## config.mk

```make
export PLATFORM = sky130hd
export DESIGN_NAME = bit_scan_arbiter
export DESIGN_NICKNAME = d
export VERILOG_FILES = /design/src/rtl/bit_scan_arbiter.sv
export SDC_FILE = /design/constraint.sdc
export NUM_CORES = 1
export LEC_CHECK = 0
export CAP_MARGIN = 20
export CELL_PAD_IN_SITES_DETAIL_PLACEMENT = 0
export CELL_PAD_IN_SITES_GLOBAL_PLACEMENT = 1
export CORE_MARGIN = 5
export CORE_UTILIZATION = 34
export DETAILED_ROUTE_END_ITERATION = 10
export HOLD_SLACK_MARGIN = 0.05
export PLACE_DENSITY_LB_ADDON = 0.1
export SYNTH_ARGS = -nofsm -noshare
export SYNTH_HDL_FRONTEND = slang
export SYNTH_SLANG_ARGS = --single-unit
```

## constraint.sdc

```tcl
create_clock -name clk -period 2.5 [get_ports clk]
set_input_delay 0.5 -clock clk [delete_from_list [all_inputs] [get_ports clk]]
set_output_delay 0.5 -clock clk [all_outputs]
set_load 0.03 [all_outputs]
```

## src/rtl/bit_scan_arbiter.sv

```systemverilog
// Arbitrated serial bit-scan engine: grants one requester, scans its vector LSB first,
// reports ones count and lowest set index. Define BIT_SCAN_FIXED_PRIORITY_EN for fixed priority.
module bit_scan_arbiter #(
    parameter int WIDTH = 10,
    parameter int NREQ  = 4,
    localparam int IDXW = $clog2(WIDTH),
    localparam int CNTW = $clog2(WIDTH + 1),
    localparam int IDW  = (NREQ > 1) ? $clog2(NREQ) : 1
) (
    input  logic                  clk,
    input  logic                  rst,
    input  logic [NREQ-1:0]       req,
    input  logic [NREQ*WIDTH-1:0] req_vec,
    output logic [NREQ-1:0]       gnt,
    output logic                  busy,
    output logic [IDXW-1:0]       cur_index,
    output logic                  cur_bit,
    output logic                  res_valid,
    input  logic                  res_ready,
    output logic [IDW-1:0]        res_id,
    output logic [CNTW-1:0]       res_ones,
    output logic                  res_found,
    output logic [IDXW-1:0]       res_first
);

    // Result handshake: res_* are stable while res_valid is high; a result is
    // consumed on a rising edge where res_valid and res_ready are both high.
    typedef enum logic [1:0] {IDLE, SCAN, REPORT} state_t;

    state_t           state;
    logic [WIDTH-1:0] cap_vec;
    logic             any_req;
    logic [IDW-1:0]   win_id;
    logic [NREQ-1:0]  win_onehot;
    logic [WIDTH-1:0] win_vec;

`ifdef BIT_SCAN_FIXED_PRIORITY_EN
    always_comb begin
        win_id = '0;
        for (int i = NREQ - 1; i >= 0; i--) begin
            if (req[i]) win_id = IDW'(i);
        end
    end
`else
    logic [IDW-1:0] rr_ptr;
    logic [IDW:0]   pos;

    // Walk offsets from the far end down so the smallest offset from rr_ptr wins.
    always_comb begin
        win_id = '0;
        pos    = '0;
        for (int k = NREQ - 1; k >= 0; k--) begin
            pos = {1'b0, rr_ptr} + (IDW+1)'(k);
            if (pos >= (IDW+1)'(NREQ)) pos = pos - (IDW+1)'(NREQ);
            for (int i = 0; i < NREQ; i++) begin
                if (req[i] && pos == (IDW+1)'(i)) win_id = IDW'(i);
            end
        end
    end

    always_ff @(posedge clk or posedge rst) begin
        if (rst) begin
            rr_ptr <= '0;
        end else if (state == REPORT && res_ready) begin
            rr_ptr <= (res_id == IDW'(NREQ - 1)) ? '0 : res_id + IDW'(1);
        end
    end
`endif

    always_comb begin
        any_req    = |req;
        win_vec    = '0;
        win_onehot = '0;
        for (int i = 0; i < NREQ; i++) begin
            if (win_id == IDW'(i)) begin
                win_vec       = req_vec[i*WIDTH +: WIDTH];
                win_onehot[i] = 1'b1;
            end
        end
    end

    assign cur_bit = cap_vec[cur_index];

    always_ff @(posedge clk or posedge rst) begin
        if (rst) begin
            state     <= IDLE;
            gnt       <= '0;
            busy      <= 1'b0;
            cap_vec   <= '0;
            cur_index <= '0;
            res_valid <= 1'b0;
            res_id    <= '0;
            res_ones  <= '0;
            res_found <= 1'b0;
            res_first <= '0;
        end else begin
            gnt <= '0;
            case (state)
                IDLE: begin
                    if (any_req) begin
                        state     <= SCAN;
                        gnt       <= win_onehot;
                        busy      <= 1'b1;
                        cap_vec   <= win_vec;
                        res_id    <= win_id;
                        res_ones  <= '0;
                        res_found <= 1'b0;
                        res_first <= '0;
                        cur_index <= '0;
                    end
                end
                SCAN: begin
                    if (cap_vec[cur_index]) begin
                        res_ones <= res_ones + CNTW'(1);
                        if (!res_found) begin
                            res_found <= 1'b1;
                            res_first <= cur_index;
                        end
                    end
                    if (cur_index == IDXW'(WIDTH - 1)) begin
                        state     <= REPORT;
                        res_valid <= 1'b1;
                    end else begin
                        cur_index <= cur_index + IDXW'(1);
                    end
                end
                REPORT: begin
                    if (res_ready) begin
                        state     <= IDLE;
                        res_valid <= 1'b0;
                        busy      <= 1'b0;
                    end
                end
                default: state <= IDLE;
            endcase
        end
    end

endmodule

```

After elaboration in Yosys (flattened, before gate mapping)
Cells that the tools add are included.
{ "totals": {"regBits": 35, "input_bits": 47, "word_cells": 135} }
{ "op_classes": {"n_addsub": 10, "order_cmp": 5, "eq_ne": 25, "mux": 52, "reduce_logical": 32} }
{ "ops": {"columns": ["operator", "count"], "rows": [
  ["10-bit 2-to-1 mux", 4],
  ["2-bit 2-to-1 mux", 18],
  ["4-bit 2-to-1 mux", 7],
  ["3-bit by 2-bit equality test with 1-bit output, second input constant", 8],
  ["4-bit one-hot mux with 2 select lines", 3],
  ["1-bit logical AND", 16],
  ["3-bit AND reduction", 5],
  ["3-bit by 1-bit equality test with 1-bit output, second input constant", 4],
  ["3-bit 2-to-1 mux", 4],
  ["2-bit != test, second input constant", 6],
  ["1-bit 2-to-1 mux", 11],
  ["3-bit >= comparator, second input constant", 3],
  ["3-bit zero test", 3],
  ["3-bit subtractor, second input constant", 3],
  ["4-bit by 1-bit adder with 4-bit output, second input constant", 2],
  ["2-bit equality test, second input constant", 4],
  ["2-bit by 2-bit adder with 3-bit output, second input constant", 2],
  ["1-bit one-hot mux with 2 select lines", 3],
  ["2-bit one-hot mux with 3 select lines", 1],
  ["2-bit nonzero test", 3],
  ["4-bit by 5-bit less-than comparator with 1-bit output, second input constant", 1],
  ["1-bit binary-select mux with 4-bit select", 1],
  ["2-bit by 1-bit equality test with 1-bit output, second input constant", 2],
  ["4-bit equality test, second input constant", 1],
  ["other kinds (8)", 9]
]} }

Longest topological paths before layout
Gate-level depths: netlist (run 1).
{ "logic_depth": {"ltp_word": 25, "ltp_mapped": 7} }

Least setup slack after synthesis (run 1)
Ideal clock, no wire load.
{ "synth_path": {"kind": "flip-flop to output port", "startpoint": "register cur_index[0]", "endpoint": "output cur_bit", "t_arrival_ps": 1741, "path_slack_ps": 259, "path_stages_with_launch": 6, "path_cell_list": "dfrtp_1 > buf_6 > mux2i_1 > a31oi_1 > nand2_1 > o32ai_1"} }
{ "synth_between": {"elab_chain_len": 2} }
{ "synth_rtl": {"columns": ["item", "line_no", "source"], "rows": [
  ["from (decl)", "16", "output logic [IDXW-1:0] cur_index,"],
  ["from (signal assigned)", "124", "cur_index <= cur_index + IDXW'(1);"],
  ["1-bit binary-select mux with 4-bit select", "82", "assign cur_bit = cap_vec[cur_index];"],
  ["1-bit 2-to-1 mux (not written as such)", "82", null],
  ["to (decl)", "17", "output logic cur_bit,"]
]} }
Every way passes these cells. The select of a mux whose other input is x is not followed.

Final worst setup path (run 1)
{ "layout_path": {"startpoint": "register cur_index[1]", "endpoint": "output cur_bit"} }
The elaborated chain is that of the path after synthesis.

==> run summary, run 1 <==
Clk buf depth -> 2
Resize count post-CTS -> 0
Slew @ Worst Pin -> 0.7459 ns
Seq/Total Area, Yosys -> 0.4348
Startpoint Class -> flop
Crit Path Category -> reg -> out
Cell row count -> 28
DIE AREA -> 0.007564 mm2
CTS Root Cell -> clkbuf_8
Pre-CTS WS -> -0.2636 ns
CTS Buf Count -> 5
Max VDD drop -> 0.5990 mV
DRC -> 0
Slowest-stage cell, CP -> dfrtp_1
Drt pass-1 iters -> 4
Number of port buffers -> 68
Vias in the first global route -> 1,749
Yosys warnings -> 0
M1 wire length -> 2454 um
Worst Path Buf+Inv -> 2
DIE HEIGHT -> 86.97 um
CTS tree -> built
Crit path max fanout -> 9
Share of cells above drive strength 1 -> 0.1259
CORE AREA -> 0.005851 mm2
Post-synthesis cell count -> 208
Slew margin rel. -> 0.4989
Share of the synthesized area in the top cell type -> 0.4348
Top sig layer -> met4
Clock-pin slew on the worst setup and hold paths -> 0.07 ns
Io pins -> 69
Fillers -> 542
Drt total wl -> 5096 um
Syn avg cell area -> 9.685 um2
Initial antenna violation count -> 0
First-pass GRT wire length -> 8528 um
Max Cap Viol -> 0
Final hold violation count -> 0
Crit path cell chain -> inv_1 > a31oi_1 > nand2_1 > o32ai_1 > buf_4
Setup_tns -> 0 ns
P&R area growth vs syn -> 46.96%
P per Cell Area -> 1102 mW/mm2
Post-DRT Antenna Nets -> 0
Max Slew Vio Count -> 0
Status -> complete, no violations
F_max -> 432.0 MHz
Critical Path Sink Type -> output pin
Delay-heaviest family, CP -> compound AO/OA/AOI/OAI gates
Cts hold-fix bufs -> 0
Crit path DAT -> 1.81 ns
Final worst slack -> 0.1852 ns
RSZ-0062 raised after global routing -> no
Syn Nets -> 259
Post-synth top area cell -> dfrtp_1
Largest net degree at the start of global routing -> 23
Pleak -> 1.205 nW
Inserted Diodes -> 0
Area contributors post-synth -> dfrtp_1 (43%), a211oi_1 (7.5%), nor3b_1 (7.5%), nand2_1 (5.4%), o31ai_1 (4.1%)
Period minus WS final -> 2.315 ns
Drt wl/cell -> 14.12 um
Die width -> 86.97 um
Clock sink count -> 35
GR Overflow Total -> 0
Initial core utilization -> 0.3443
H-tree levels -> 2
Crit share post-route -> 0.9259
DR vias/cell -> 4.970
Total number of vias -> 1,794
Hpwl dp -> 3950 um
WL met2 -> 2217 um
Worst Hold Class -> reg -> reg
Clock latency on the worst-skew pair -> 0.29 ns
Post-CTS Setup Inserts -> 0
Critical path required time -> 2.00 ns
Mapped cell area -> 0.002014 mm2
Final number of setup-violating endpoints -> 0
Setup Skew -> 0.006826 ns
Initial DRC Count -> 48
Netlist cell types -> 40
Total GRT Usage -> 0.1432
Synthesized flop and latch total -> 35
Routability cong. -> 0.7246
Final #Nets -> 336
Met3 wire len -> 362 um
Max incr delay on CP -> 0.52 ns
registers in the layout, indices dropped and copies added (netlist names):
signal     count
busy           1
res_valid      1
gnt            4
state          2
rr_ptr         2
res_found      1
res_first      4
res_ones       4
cap_vec       10
cur_index      4
res_id         2
Yosys cell counts:
| library cell | number |
|---|---|
| buf_2 | 2 |
| dfrtp_1 | 35 |
| o21a_4 | 1 |
| o32ai_1 | 1 |
| buf_6 | 1 |
| buf_4 | 1 |
| or2_1 | 1 |
| xnor2_1 | 1 |
| nand3_1 | 5 |
| nor3b_1 | 20 |
| mux2_2 | 1 |
| o21ai_0 | 8 |
| a211oi_1 | 20 |
| a221oi_2 | 1 |
| a21oi_1 | 3 |
| nand2b_1 | 6 |
| nor2_1 | 8 |
| nor3_1 | 6 |
| nor4_2 | 1 |
| nor2_2 | 1 |
| a21o_1 | 1 |
| o31ai_1 | 11 |
| clkbuf_1 | 11 |
| ha_1 | 4 |
| nand2_1 | 29 |
| o21ai_4 | 1 |
| nor2b_1 | 3 |
| inv_1 | 4 |
| or3_1 | 2 |
| a31oi_4 | 1 |
| xor2_1 | 2 |
| nor4_1 | 1 |
| a31oi_1 | 1 |
| or2_2 | 1 |
| mux4_2 | 1 |
| a22o_1 | 5 |
| mux2i_1 | 4 |
| a31o_4 | 1 |
| nand3b_1 | 1 |
| nand4_1 | 1 |
power breakdown:
| group | switching [mW] | leakage, nW | internal, mW |
|---|---|---|---|
| Clock | 0.206 | 0.0505 | 0.250 |
| Combinational | 0.999 | 0.714 | 0.827 |
| Sequential | 0.200 | 0.440 | 0.781 |
| Total | 1.41 | 1.21 | 1.86 |
worst reg2reg max path, cell delays in order, from the launching register on:
cell and delay (ns):
dfrtp_1 0.44, mux2i_1 0.21, nor2_1 0.06, or3_1 0.62, a211oi_1 0.40, o31ai_1 0.11
cell usage in the layout (no fill, tap or decap), drive strengths merged, types with 2 or more instances in the layout:
cell | synthesis | final
a211oi | 20 | 20
a21oi | 3 | 3
a22o | 5 | 5
a31oi | 2 | 2
buf | 4 | 17
clkbuf | 11 | 8
clkdlybuf4s50 | 0 | 67
dfrtp | 35 | 35
ha | 4 | 4
inv | 4 | 4
mux2i | 4 | 4
nand2 | 29 | 29
nand2b | 6 | 6
nand3 | 5 | 5
nor2 | 9 | 9
nor2b | 3 | 3
nor3 | 6 | 6
nor3b | 20 | 20
nor4 | 2 | 2
o21ai | 9 | 9
o31ai | 11 | 11
or2 | 2 | 2
or3 | 2 | 2
xor2 | 2 | 2
per-layer routing:
metal,up-vias,track usage
li1,914,-
met1,810,0.1941
met4,0,0.04249
met2,65,0.2215
met5,-,0
met3,5,0.04068
final timing paths:
path | slack, ns | start | to | depth (start not counted)
max | 0.19 | cur_index[1]$_DFFE_PP0P_ | cur_bit | 5
min | 0.48 | cap_vec[2]$_DFFE_PP0P_ | cap_vec[2]$_DFFE_PP0P_ | 2
max reg2reg | 0.53 | rr_ptr[1]$_DFFE_PP0P_ | cap_vec[7]$_DFFE_PP0P_ | 5
min in group asynchronous | 0.54 | rst | gnt[1]$_DFF_PP0_ | 3
max in group asynchronous | 1.70 | rst | res_id[1]$_DFFE_PP0P_ | 3
min reg2reg | 0.48 | cap_vec[2]$_DFFE_PP0P_ | cap_vec[2]$_DFFE_PP0P_ | 2
metrics by stage:
step	power (mW)	util	std cells	hold WS (ns)	instance area, um2
floorplan	2.220	-	208	0.4432	2014
global placement	2.819	0.4870	352	0.4663	2849
detailed placement	2.845	0.4870	352	0.4704	2849
CTS	3.310	0.5047	360	0.4870	2953
global route	3.524	0.5060	361	0.5133	2960
finish	3.264	0.5060	361	0.4785	2960
kinds of logic after synthesis:
family,count (synthesis),synth area share
buffers and inverters,19,0.04224
adders and majority gates,4,0.02485
DFF,35,0.4348
and+or+nand+nor,86,0.2304
muxes,6,0.03665
AOI/OAI and AO/OA,55,0.2180
xor gates and xnor gates,3,0.01305
cell type report:
cell class | instances | area, um2 | area share
multi-input combinational | 154 | 1054 | 0.3559
sequential | 35 | 875.8 | 0.2959
inverter | 4 | 15.01 | 0.005072
tap | 75 | 93.84 | 0.03170
clock inverter | 1 | 7.507 | 0.002536
timing repair buffer | 85 | 818.3 | 0.2764
clock buffer | 7 | 96.34 | 0.03254
(Power assumes the default switching activity.)
==> inputs of run 2 (changes only) <==
--- a/config.mk
+++ b/config.mk
@@ -8,8 +8,9 @@
 export CAP_MARGIN = 20
 export CELL_PAD_IN_SITES_DETAIL_PLACEMENT = 0
 export CELL_PAD_IN_SITES_GLOBAL_PLACEMENT = 1
-export CORE_MARGIN = 5
+export CORE_MARGIN = 3
 export CORE_UTILIZATION = 34
+export CTS_CLUSTER_SIZE = 40
 export DETAILED_ROUTE_END_ITERATION = 10
 export HOLD_SLACK_MARGIN = 0.05
 export PLACE_DENSITY_LB_ADDON = 0.1
==> run summary, run 2 (same netlist as run 1, synthesis figures left out) <==
Status -> complete, no violations
Final #Nets -> 330 (-1.8%)
P per Cell Area -> 1108 mW/mm2 (+0.55%)
Drt pass-1 iters -> 4 (unchanged)
Routability cong. -> 0.7159 (-1.2%)
CORE AREA -> 0.005608 mm2 (-4.1%)
Worst flop-to-flop path endpoint -> res_first[1]$_DFFE_PP0P_
Crit share post-route -> 0.8855 (-0.04045)
CTS Buf Count -> 5 (unchanged)
Cell row count -> 27 (-3.6%)
Sequential Power Share -> 0.306 (+0.005)
Final Util -> 0.5163 (+0.01030)
Largest net degree at the start of global routing -> 36 (+57%)
Delay-heaviest family, CP -> multiplexers
Hold slack final -> 0.4776 ns (-0.0009440 ns)
Crit Path Category -> reg -> out
Period minus WS final -> 2.214 ns (-0.1011 ns)
Io pins -> 69 (unchanged)
Initial DRC Count -> 27 (-44%)
Clock-pin slew on the worst setup and hold paths -> 0.07 ns (about the same)
Total GRT Usage -> 0.1395 (-0.003677)
Global route hottest layer -> met2
Total power -> 3.209 mW (-1.7%)
Critical path required time -> 2.00 ns (about the same)
Clk buf depth -> 2 (unchanged)
Hold Crit Depth -> 2 (unchanged)
Met1 usage -> 0.1813 (-0.01285)
Post-CTS Setup Inserts -> 0 (unchanged)
Crit path cell chain -> mux4_2 > nor2_1 > o32ai_1 > buf_4
Logic pwr share -> 0.566 (+0.006)
Commonest non-fill, non-tap cells in the layout -> clkdlybuf4s50_1 (67), dfrtp_1 (35), nand2_1 (29)
Hold path endpoint -> cap_vec[0]$_DFFE_PP0P_
GR Layer Usage met3 -> 0.03869 (-0.001991)
Drt wl/cell -> 13.81 um (-2.2%)
Max Cap Viol -> 0 (unchanged)
DR vias/cell -> 4.946 (-0.48%)
Slowest-stage cell, CP -> mux4_2
Initial antenna violation count -> 0 (unchanged)
Final number of setup-violating endpoints -> 0 (unchanged)
Worst Path Buf+Inv -> 1 (-1)
Crit path DAT -> 1.71 ns (-0.10 ns)
GR Overflow Total -> 0 (unchanged)
Die width -> 82.97 um (-4.6%)
P&R area growth vs syn -> 43.73%
Final hold violation count -> 0 (unchanged)
Worst r2r src -> cur_index[0]$_DFFE_PP0P_
R2R cell count -> 5 (unchanged)
Resize count post-CTS -> 0 (unchanged)
Worst Hold Class -> reg -> reg
Number of port buffers -> 68 (unchanged)
Pleak -> 1.174 nW (-2.6%)
Clock latency on the worst-skew pair -> 0.29 ns (about the same)
Initial core utilization -> 0.3592 (+0.01490)
Slew @ Worst Pin -> 0.7797 ns (+0.03379 ns)
CTS tree -> built
Drt total wl -> 4846 um (-4.9%)
Hpwl dp -> 3728 um (-5.6%)
Max VDD drop -> 0.6170 mV (+3.0%)
DIE HEIGHT -> 82.97 um (-4.6%)
Largest Register -> cap_vec
Critical Path Sink Type -> output pin
Setup Skew -> 0.01199 ns (+0.005167 ns)
F_max -> 451.7 MHz (+4.6%)
Hold_sp -> cap_vec[0]$_DFFE_PP0P_
Crit path max fanout -> 5 (-4)
Clock sink count -> 35 (unchanged)
Internal power of the cells -> 1.824 mW (-1.9%)
Startpoint Class -> flop
DRC -> 0 (unchanged)
CTS Root Cell -> clkbuf_8
Max Slew Vio Count -> 0 (unchanged)
Max FFs per register -> 10 (unchanged)
RSZ-0062 raised after global routing -> no
H-tree levels -> 2 (unchanged)
Reg2Reg Setup Slack -> 0.55 ns (+0.02 ns)
DIE AREA -> 0.006884 mm2 (-9.0%)
Grt met2 use -> 0.2223 (+0.0007711)
Inserted Diodes -> 0 (unchanged)
Max incr delay on CP -> 0.57 ns (+0.05 ns)
Post-DRT Antenna Nets -> 0 (unchanged)
Slew margin rel. -> 0.4762 (-0.02270)
Clock power share -> 0.128 (-0.012)
Sw Pwr -> 1.385 mW (-1.4%)
First-pass GRT wire length -> 7935 um (-7.0%)
Cts hold-fix bufs -> 0 (unchanged)
Total number of vias -> 1,736 (-3.2%)
Commonest non-fill, non-tap cell in the layout -> clkdlybuf4s50_1
Vias in the first global route -> 1,647 (-5.8%)
Share of cells above drive strength 1 -> 0.1039 (-0.02193)
Switching Fraction -> 0.4317 (+0.001139)
run 2: cell count changes in the layout (fill, tap and decap cells not counted):
cell	delta
buf_4	-5
clkbuf_4	-1
clkbuf_8	-1
clkinv_2	+1
clkinvlp_4	-1
run 2: tightest hold or removal path, cell delays in order, from the launching register on:
cell and delay [ns]:
dfrtp_1 0.34, nand2_1 0.05, o31ai_1 0.05
run 2: stage by stage:
| stage | std cells | cell area [um2] | setup slack, ns | TNS [ns] |
|---|---|---|---|---|
| after floorplan | 208 | 2014 | 0.2591 | 0 |
| after global placement | 344 | 2808 | 0.05338 | 0 |
| after detailed placement | 344 | 2808 | -0.01620 | -0.02710 |
| after CTS | 351 | 2895 | 0.2492 | 0 |
| after global routing | 351 | 2895 | 0.1209 | 0 |
| final | 351 | 2895 | 0.2863 | 0 |
run 2: routing by layer:
metal,vias to the layer above,part of all wire
met3,4,0.061
met2,55,0.45
met1,778,0.48
li1,899,-
met5,-,0
met4,0,0.0087
run 2: power groups by stage:
stage | Clock [mW] | Combinational, mW | Sequential (mW)
5_1_grt | 0.451 | 1.99 | 1.02
3_3_place_gp | 0 | 1.83 | 0.989
2_1_floorplan | 0 | 1.08 | 1.14
6_report | 0.409 | 1.82 | 0.982
4_1_cts | 0.424 | 1.85 | 0.989
3_5_place_dp | 0 | 1.84 | 0.998
run 2: how the worst max path moves through the flow:
stage                             endpoint  depth (start not counted)                startpoint  slack, ns
floorplan                          cur_bit                          5  cur_index[0]$_DFFE_PP0P_       0.26
global placement    cap_vec[7]$_DFFE_PP0P_                          7                    req[2]       0.05
detailed placement  cap_vec[0]$_DFFE_PP0P_                          7                    req[2]      -0.02
CTS                                cur_bit                          4  cur_index[0]$_DFFE_PP0P_       0.25
global route        cap_vec[7]$_DFFE_PP0P_                          7                    req[2]       0.12
finish                             cur_bit                          4  cur_index[0]$_DFFE_PP0P_       0.29
run 2: area by class of cell:
type | instances | area [um2]
flip-flops and latches | 35 | 875.8
repair buffers | 79 | 773.2
multi-input cells | 154 | 1054
inverters | 4 | 15.01
well taps | 72 | 90.09
clock inverters | 1 | 5.005
fillers | 581 | 2713
clock buffers | 6 | 82.58
==> inputs of run 3 (changes only) <==
--- a/config.mk
+++ b/config.mk
@@ -5,6 +5,7 @@
 export SDC_FILE = /design/constraint.sdc
 export NUM_CORES = 1
 export LEC_CHECK = 0
+export ABC_AREA = 0
 export CAP_MARGIN = 20
 export CELL_PAD_IN_SITES_DETAIL_PLACEMENT = 0
 export CELL_PAD_IN_SITES_GLOBAL_PLACEMENT = 1
@@ -14,6 +15,7 @@
 export DETAILED_ROUTE_END_ITERATION = 10
 export HOLD_SLACK_MARGIN = 0.05
 export PLACE_DENSITY_LB_ADDON = 0.1
+export SLEW_MARGIN = 40
 export SYNTH_ARGS = -nofsm -noshare
 export SYNTH_HDL_FRONTEND = slang
 export SYNTH_SLANG_ARGS = --single-unit
==> results of run 3 <==
No change in the layout: final DEF, timing and power equal those of run 2.
